==> src/rtl/booth_divider.sv <==
// booth_divider: sequential unsigned non-restoring divider.
// Operands are loaded one at a time over in_data. The first start rising edge
// loads the dividend and the second loads the divisor. After that the block
// produces one quotient bit per clock. Results are held with done high until
// the next load.
module booth_divider #(
  parameter int WIDTH = 8
) (
  input  logic             clk,
  input  logic             rst,
  input  logic             start,
  input  logic [WIDTH-1:0] in_data,
  output logic [WIDTH-1:0] quotient,
  output logic [WIDTH-1:0] remainder,
  output logic             done,
  output logic             busy,
  output logic             div_by_zero
);

  localparam int CNT_W = $clog2(WIDTH + 1);
  localparam logic [CNT_W-1:0] CNT_INIT = CNT_W'(WIDTH);

  typedef enum logic [2:0] {
    S_IDLE    = 3'd0,
    S_LD_DVS  = 3'd1,
    S_CHECK   = 3'd2,
    S_STEP    = 3'd3,
    S_CORRECT = 3'd4,
    S_DONE    = 3'd5
  } state_t;

  state_t state;
  state_t state_nxt;

  logic                    start_d;
  logic                    pe;
  logic signed [WIDTH:0]   a_reg;
  logic        [WIDTH-1:0] q_reg;
  logic        [WIDTH-1:0] m_reg;
  logic        [CNT_W-1:0] cnt;
  logic signed [WIDTH:0]   a_shl;
  logic signed [WIDTH:0]   a_step;
  logic signed [WIDTH:0]   a_fix;

  // Partial remainder plus divisor. The result wraps modulo 2^(WIDTH+1).
  function automatic logic signed [WIDTH:0] add_m(input logic signed [WIDTH:0] a,
                                                  input logic [WIDTH-1:0] m);
    return a + $signed({1'b0, m});
  endfunction

  // Partial remainder minus divisor. The result wraps modulo 2^(WIDTH+1).
  function automatic logic signed [WIDTH:0] sub_m(input logic signed [WIDTH:0] a,
                                                  input logic [WIDTH-1:0] m);
    return a - $signed({1'b0, m});
  endfunction

  assign pe = start & ~start_d;

  // Non-restoring iteration: shift {A,Q} left, then add or subtract M based on the old sign of A.
  always_comb begin
    a_shl  = {a_reg[WIDTH-1:0], q_reg[WIDTH-1]};
    a_step = a_reg[WIDTH] ? add_m(a_shl, m_reg) : sub_m(a_shl, m_reg);
    a_fix  = a_reg[WIDTH] ? add_m(a_reg, m_reg) : a_reg;
  end

  // State register.
  always_ff @(posedge clk) begin
    if (rst) state <= S_IDLE;
    else     state <= state_nxt;
  end

  // Next-state logic and status decode.
  // A zero divisor also passes through CORRECT, which leaves the results
  // untouched in that case. This gives the zero-divisor path a fixed
  // two-cycle latency after the divisor load.
  always_comb begin
    state_nxt = state;
    busy      = 1'b0;
    done      = 1'b0;
    case (state)
      S_IDLE:    if (pe) state_nxt = S_LD_DVS;
      S_LD_DVS: begin
        busy = 1'b1;
        if (pe) state_nxt = S_CHECK;
      end
      S_CHECK: begin
        busy      = 1'b1;
        state_nxt = (m_reg == '0) ? S_CORRECT : S_STEP;
      end
      S_STEP: begin
        busy = 1'b1;
        if (cnt == CNT_W'(1)) state_nxt = S_CORRECT;
      end
      S_CORRECT: begin
        busy      = 1'b1;
        state_nxt = S_DONE;
      end
      S_DONE: begin
        done = 1'b1;
        if (pe) state_nxt = S_LD_DVS;
      end
      default:   state_nxt = S_IDLE;
    endcase
  end

  // Edge detector, operand capture, iteration datapath and result registers.
  always_ff @(posedge clk) begin
    if (rst) begin
      start_d     <= 1'b0;
      a_reg       <= '0;
      q_reg       <= '0;
      m_reg       <= '0;
      cnt         <= '0;
      quotient    <= '0;
      remainder   <= '0;
      div_by_zero <= 1'b0;
    end else begin
      start_d <= start;
      case (state)
        S_IDLE: if (pe) q_reg <= in_data;
        S_LD_DVS: if (pe) m_reg <= in_data;
        S_CHECK: begin
          if (m_reg == '0) begin
            quotient    <= '1;
            remainder   <= q_reg;
            div_by_zero <= 1'b1;
          end else begin
            a_reg <= '0;
            cnt   <= CNT_INIT;
          end
        end
        S_STEP: begin
          a_reg <= a_step;
          q_reg <= {q_reg[WIDTH-2:0], ~a_step[WIDTH]};
          cnt   <= cnt - CNT_W'(1);
        end
        S_CORRECT: begin
          if (!div_by_zero) begin
            a_reg     <= a_fix;
            quotient  <= q_reg;
            remainder <= a_fix[WIDTH-1:0];
          end
        end
        S_DONE: begin
          if (pe) begin
            q_reg       <= in_data;
            div_by_zero <= 1'b0;
          end
        end
        default: begin
          quotient    <= '0;
          remainder   <= '0;
          div_by_zero <= 1'b0;
        end
      endcase
    end
  end

endmodule

==> config.mk <==
export PLATFORM = sky130hd
export DESIGN_NAME = booth_divider
export DESIGN_NICKNAME = d
export VERILOG_FILES = /design/src/rtl/booth_divider.sv
export SDC_FILE = /design/constraint.sdc
export NUM_CORES = 1
export LEC_CHECK = 0
export ABC_AREA = 0
export ABC_CLOCK_PERIOD_IN_PS = 3350
export CELL_PAD_IN_SITES_DETAIL_PLACEMENT = 0
export CELL_PAD_IN_SITES_GLOBAL_PLACEMENT = 2
export CORE_MARGIN = 3
export CORE_UTILIZATION = 35
export CTS_CLUSTER_DIAMETER = 60
export CTS_CLUSTER_SIZE = 28
export DETAILED_ROUTE_END_ITERATION = 8
export GPL_ROUTABILITY_DRIVEN = 0
export PLACE_DENSITY_LB_ADDON = 0.12
export SLEW_MARGIN = 40
export SYNTH_ARGS = -nofsm -noshare
export SYNTH_HDL_FRONTEND = slang
export SYNTH_SLANG_ARGS = --single-unit
==> constraint.sdc <==
create_clock -name clk -period 3.35 [get_ports clk]
set_input_delay 0.67 -clock clk [delete_from_list [all_inputs] [get_ports clk]]
set_output_delay 0.67 -clock clk [all_outputs]
set_load 0.01 [all_outputs]
After elaboration in Yosys (flattened, before gate mapping)
Index checks and enable logic that the tools add are counted.
{"block": "word_totals", "ff_bits": 50, "inputBits": 11, "out_inout_bits": 19, "elab_cells": 72}
{"block": "op_classes", "n_addsub": 4, "n_eq_ne": 13, "mux": 25, "bitwise": 5, "n_reduce_logical": 16}
{"operator": "one-hot mux 8 bit (3 select lines)", "n": 2}
{"operator": "2-to-1 mux 8 bit", "n": 5}
{"operator": "2-to-1 mux 9 bit", "n": 4}
{"operator": "one-hot mux 9 bit (3 select lines)", "n": 1}
{"operator": "adder 9 bit", "n": 2}
{"operator": "one-hot mux 8 bit (2 select lines)", "n": 1}
{"operator": "one-hot mux 3 bit (5 select lines)", "n": 1}
{"operator": "2-to-1 mux 3 bit", "n": 4}
{"operator": "inequality test 2 bit (second input constant)", "n": 6}
{"operator": "AND reduction 3 bit", "n": 4}
{"operator": "OR reduction 4 bit", "n": 3}
{"operator": "subtractor 9 bit", "n": 1}
{"operator": "logical NOT 8 bit", "n": 1}
{"operator": "one-hot mux 4 bit (2 select lines)", "n": 1}
{"operator": "== test 3 x 2 -> 1 bit (second input constant)", "n": 2}
{"operator": "== test 3 bit (second input constant)", "n": 2}
{"operator": "AND reduction 2 bit", "n": 3}
{"operator": "== test 4 x 1 -> 1 bit (second input constant)", "n": 1}
{"operator": "2-to-1 mux 1 bit", "n": 4}
{"operator": "2-to-1 mux 4 bit", "n": 1}
{"operator": "inverter 1 bit", "n": 4}
{"operator": "nonzero test 2 bit", "n": 2}
{"operator": "subtractor 4 x 1 -> 4 bit (second input constant)", "n": 1}
{"operator": "== test 3 x 1 -> 1 bit (second input constant)", "n": 1}
{"operator": "6 further kinds", "n": 6}

Depth between registers and ports, before layout
{"block": "logic_depth", "depth_word": 4, "depth_mapped": 10, "mapped_depth_nobuf": 10}

Worst setup path before layout
OpenSTA, ideal clock, no wires.
{"block": "synth_timing", "path_type": "flip-flop to flip-flop", "startpoint": "register a_reg[8]", "endpoint": "register q_reg[0]", "setup_ps": 91, "t_arrival_ps": 2884, "t_required_ps": 3259, "slack_ps": 375, "stages_incl_launch_ff": 10, "n_path_buf": 2, "cell_sequence": "dfxtp_1 -> buf_1 -> clkbuf_8 -> mux2_2 -> fa_1 -> a21o_1 -> a221oi_1 -> o21ai_1 -> or3_1 -> a311oi_1"}
{"block": "synth_via", "elab_chain_cells": 3}
{"item": "from (decl)", "line_no": "37", "rtl": "logic signed [WIDTH:0] a_reg;"}
{"item": "from (signal assigned)", "line_no": "133", "rtl": "a_reg <= a_step;"}
{"item": "from (signal assigned)", "line_no": "139", "rtl": "a_reg <= a_fix;"}
{"item": "2-to-1 mux 9 bit", "line_no": "62", "rtl": "a_step = a_reg[WIDTH] ? add_m(a_shl, m_reg) : sub_m(a_shl, m_reg);"}
{"item": "inverter 1 bit", "line_no": "134", "rtl": "q_reg <= {q_reg[WIDTH-2:0], ~a_step[WIDTH]};"}
{"item": "one-hot mux 8 bit (2 select lines)", "line_no": "119", "rtl": "case (state)"}
{"item": "to (signal assigned)", "line_no": "120", "rtl": "S_IDLE: if (pe) q_reg <= in_data;"}
{"item": "to (signal assigned)", "line_no": "134"}
{"item": "to (signal assigned)", "line_no": "146", "rtl": "q_reg <= in_data;"}
{"item": "to (decl)", "line_no": "38", "rtl": "logic [WIDTH-1:0] q_reg;"}
Every way passes these cells.
A chain may end at the register's enable or synchronous reset.

Worst setup path in the final report
{"block": "layout_timing", "startpoint": "register m_reg[1]", "endpoint": "register q_reg[0]"}
{"block": "layout_via", "elab_chain_cells": 4}
{"item": "from (decl)", "line_no": "39", "rtl": "logic [WIDTH-1:0] m_reg;"}
{"item": "from (signal assigned)", "line_no": "121", "rtl": "S_LD_DVS: if (pe) m_reg <= in_data;"}
{"item": "subtractor 9 bit / adder 9 bit (equally long branches)", "line_no": "54, 48"}
{"item": "2-to-1 mux 9 bit (*)", "line_no": "62"}
{"item": "inverter 1 bit (*)", "line_no": "134"}
{"item": "one-hot mux 8 bit (2 select lines) (*)", "line_no": "119"}
Mark *: on every way between the ends. The rest lies on a longest branch, timed or not.

==> key figures <==
Status
  • Status: complete, no violations

Detailed routing
  • TritonRoute pass-1 iters: 4
  • 1st-iter DRT viols: 83
  • DRC Markers: 0
  • Routed Antenna Nets: 0
  • Final wirelength: 9140 um
  • Vias per std cell: ~5.4
  • Via count: between 2,000 and 3,000
  • Avg WL per Cell: ~16 um

Worst setup path
  • Reg2reg start: m_reg[1]$_SDFFE_PP0P_
  • Worst Path Required: roughly 3.6 ns
  • Worst Path Max Fanout: 6
  • Worst setup EP type: register
  • CP Launch Type: register
  • WS Path Type: reg -> reg
  • Worst Path Arrival: 3.33 ns
  • Worst R2R End: q_reg[0]$_SDFFE_PP0P_
  • R2r setup slk: between 0.2 and 0.25 ns
  • Cells on worst reg2reg path: 10

Logic synthesis
  • Mapped Area: 3340 um^2
  • Leading area contributor after synthesis: dfxtp_1
  • Synth area leaders: dfxtp_1 30%, ha_1 7.1%, nor2_1 6.7%
  • Register bit count reported by yosys: 50
  • Synth unique cells: 66
  • Post-synthesis async set-or-reset flop share: 0%
  • Synth Instances: 391
  • Post-synthesis sequential area ratio: 29.9%
  • Share of the synthesized area in the top cell type: approximately 30%
  • Syn Nets: 423
  • Post-synth EDFFs: 0
  • Top post-synthesis cells by count: 60 x nor2_1, 50 x dfxtp_1, 35 x a21oi_1, 22 x mux2i_1, 21 x a211oi_1
  • Syn. warnings: 0
  • Most frequent cell after synthesis: nor2_1
  • Avg Cell Area, Syn: 8.55 um^2
  • Ys flop type: dfxtp_1

Die
  • Die span in y: 104 um
  • Boundary Pins: 30
  • Starting density of the core: 36.0%
  • Rows: 35
  • Die ar.: 10,800 um^2
  • Die width: 104 um
  • Area of the core: 9280 um^2

Placement
  • Post-placement cell count: 546
  • Port-buffer cells: 29
  • DP Area: 3800 um^2
  • DP HPWL: 7010 um
  • Setup WS pre-CTS: 0.208 ns

CTS
  • CTS H-tree lvls: 2
  • Maximum clock path buffer count: 2
  • CTS buffer count: 5
  • Root Driver: clkbuf_8
  • CTS sink cnt: 50
  • Post-CTS Setup Repair Bufs: 0
  • Clock Latency Late Sink: 0.31 ns
  • Clock transition at the registers of the reported paths: 0.10 ns
  • CTS tree: built

Min path
  • Hold Path Sink: remainder[6]$_SDFFE_PP0P_
  • Hold wc startpoint: remainder[6]$_SDFFE_PP0P_
  • Hold Crit Depth: 2
  • Hold Crit Class: reg -> reg

Timing
  • Fmax: 322 MHz
  • Worst Max-Slew Pin Slew: 0.647 ns
  • Final Hold Viols: 0
  • Final Max Tran Viols: 0
  • Clock skew: 0.00865 ns
  • Period minus WS final: 3.10 ns
  • Setup TNS Final: 0 ns
  • Unrepaired setup endpoints after global routing: false
  • Crit share post-route: approximately 93%
  • Final setup viols: 0
  • Slew margin rel.: 56.8%
  • Min Hold Slack: 0.504 ns
  • Setup ws final: 0.247 ns

Pwr
  • Power, Total: 2.13 mW
  • PD cells: 543 nW/um^2
  • VDD IR max: 220 uV
  • Lkg Pwr: 1.52 nW

Global routing
  • Initial antenna violation count: 0
  • GRT Max-Usage Layer: met2
  • Global routing met3 resource utilization: 2.31%
  • Pin count of the biggest net entering global routing: 33
  • Met2 usage: 29.1%
  • GR Util All Layers: between 15 and 20%
  • Met1 GRT Util: a little under a quarter
  • Grt ovf: 0
  • Vias in the first global route: 2,972
  • Global-route wire length before repair: 15,200 um

Final layout
  • Max reg flops: 9
  • Cell area after layout: roughly 4000 um^2
  • Final core utilization: ~42%
  • Antenna cell count: 0
  • Multi-input gate area: 2180 um^2
  • Fillcell total: 1,004
  • P&R area growth vs syn: 17.2%
  • Fin cells: 554
  • Fraction of layout instances using a drive strength above 1: around 12%
  • Reg area: 1000 um^2
  • Fin nets: 456

Job
  • Max Cap Violations: 0
layout by cell type, fill, tap and decap left out, types with 6 or more instances in the layout:
cell type and count:
nor2b_1 6, buf_4 16, nor2_1 60, nor3_1 8, a311oi_1 7, dfxtp_1 50, o21ai_0 6, ha_1 19
mux2i_1 22, inv_1 16, nand3_1 10, nand2_1 20, clkdlybuf4s50_1 28, a21oi_1 35, a211oi_1 21, xor2_1 7
cell families after synthesis:
kind of cell / share of synthesized area (%)
mux: 7.26
compound gates: 26.7
simple gates: 19.6
fa+ha+maj: 8.31
buf+inv: 5.27
flops: 29.9
xor+xnor: 2.88
how the worst max path moves through the flow:
stage / cells past startpoint / from / to / slack (ns)
floorplan: 9 / a_reg[8]$_SDFFE_PP0P_ / q_reg[0]$_SDFFE_PP0P_ / 0.38
global placement: 10 / m_reg[2]$_SDFFE_PP0P_ / q_reg[0]$_SDFFE_PP0P_ / 0.33
detailed placement: 10 / m_reg[2]$_SDFFE_PP0P_ / q_reg[0]$_SDFFE_PP0P_ / 0.21
CTS: 10 / m_reg[2]$_SDFFE_PP0P_ / q_reg[0]$_SDFFE_PP0P_ / 0.18
global route: 10 / m_reg[1]$_SDFFE_PP0P_ / q_reg[0]$_SDFFE_PP0P_ / 0.0005
finish: 10 / m_reg[1]$_SDFFE_PP0P_ / q_reg[0]$_SDFFE_PP0P_ / 0.25
worst max-delay path, stage by stage (launching register included):
cell and delay, ns:
dfxtp_1 0.47, inv_1 0.12, ha_1 0.28, a21oi_1 0.19, xor2_1 0.18, ha_1 0.31, a21o_1 0.23, a221oi_1 0.42
o21ai_1 0.20, or3_1 0.38, a311oi_1 0.24
per-layer routing:
metal	share of wire (%)	wire (um)	up-vias
li1	-	-	1512
met1	50	4550	1420
met2	47	4290	28
met3	2.3	208	6
met4	0.88	80	0
met5	0	0	-
cell type report:
type,instances,share of cell area (%)
clock inverter,2,0.958
inverter,16,1.53
multi-input combinational,306,55.7
clock buffer,6,1.85
sequential,50,25.5
tap,129,4.12
timing repair buffer,45,10.3
power breakdown:
part | internal [mW] | switching [mW]
Clock | 0.223 | 0.219
Sequential | 0.688 | 0.115
Combinational | 0.411 | 0.472
what timing repair did:
| action | 4_1_cts | 5_1_grt |
|---|---|---|
| hold buffers | 0 | 0 |
| endpoints found under the setup margin | 0 | 1 |
| gates resized for setup | 0 | 1 |
No activity file was read; power rests on OpenSTA's default activity.
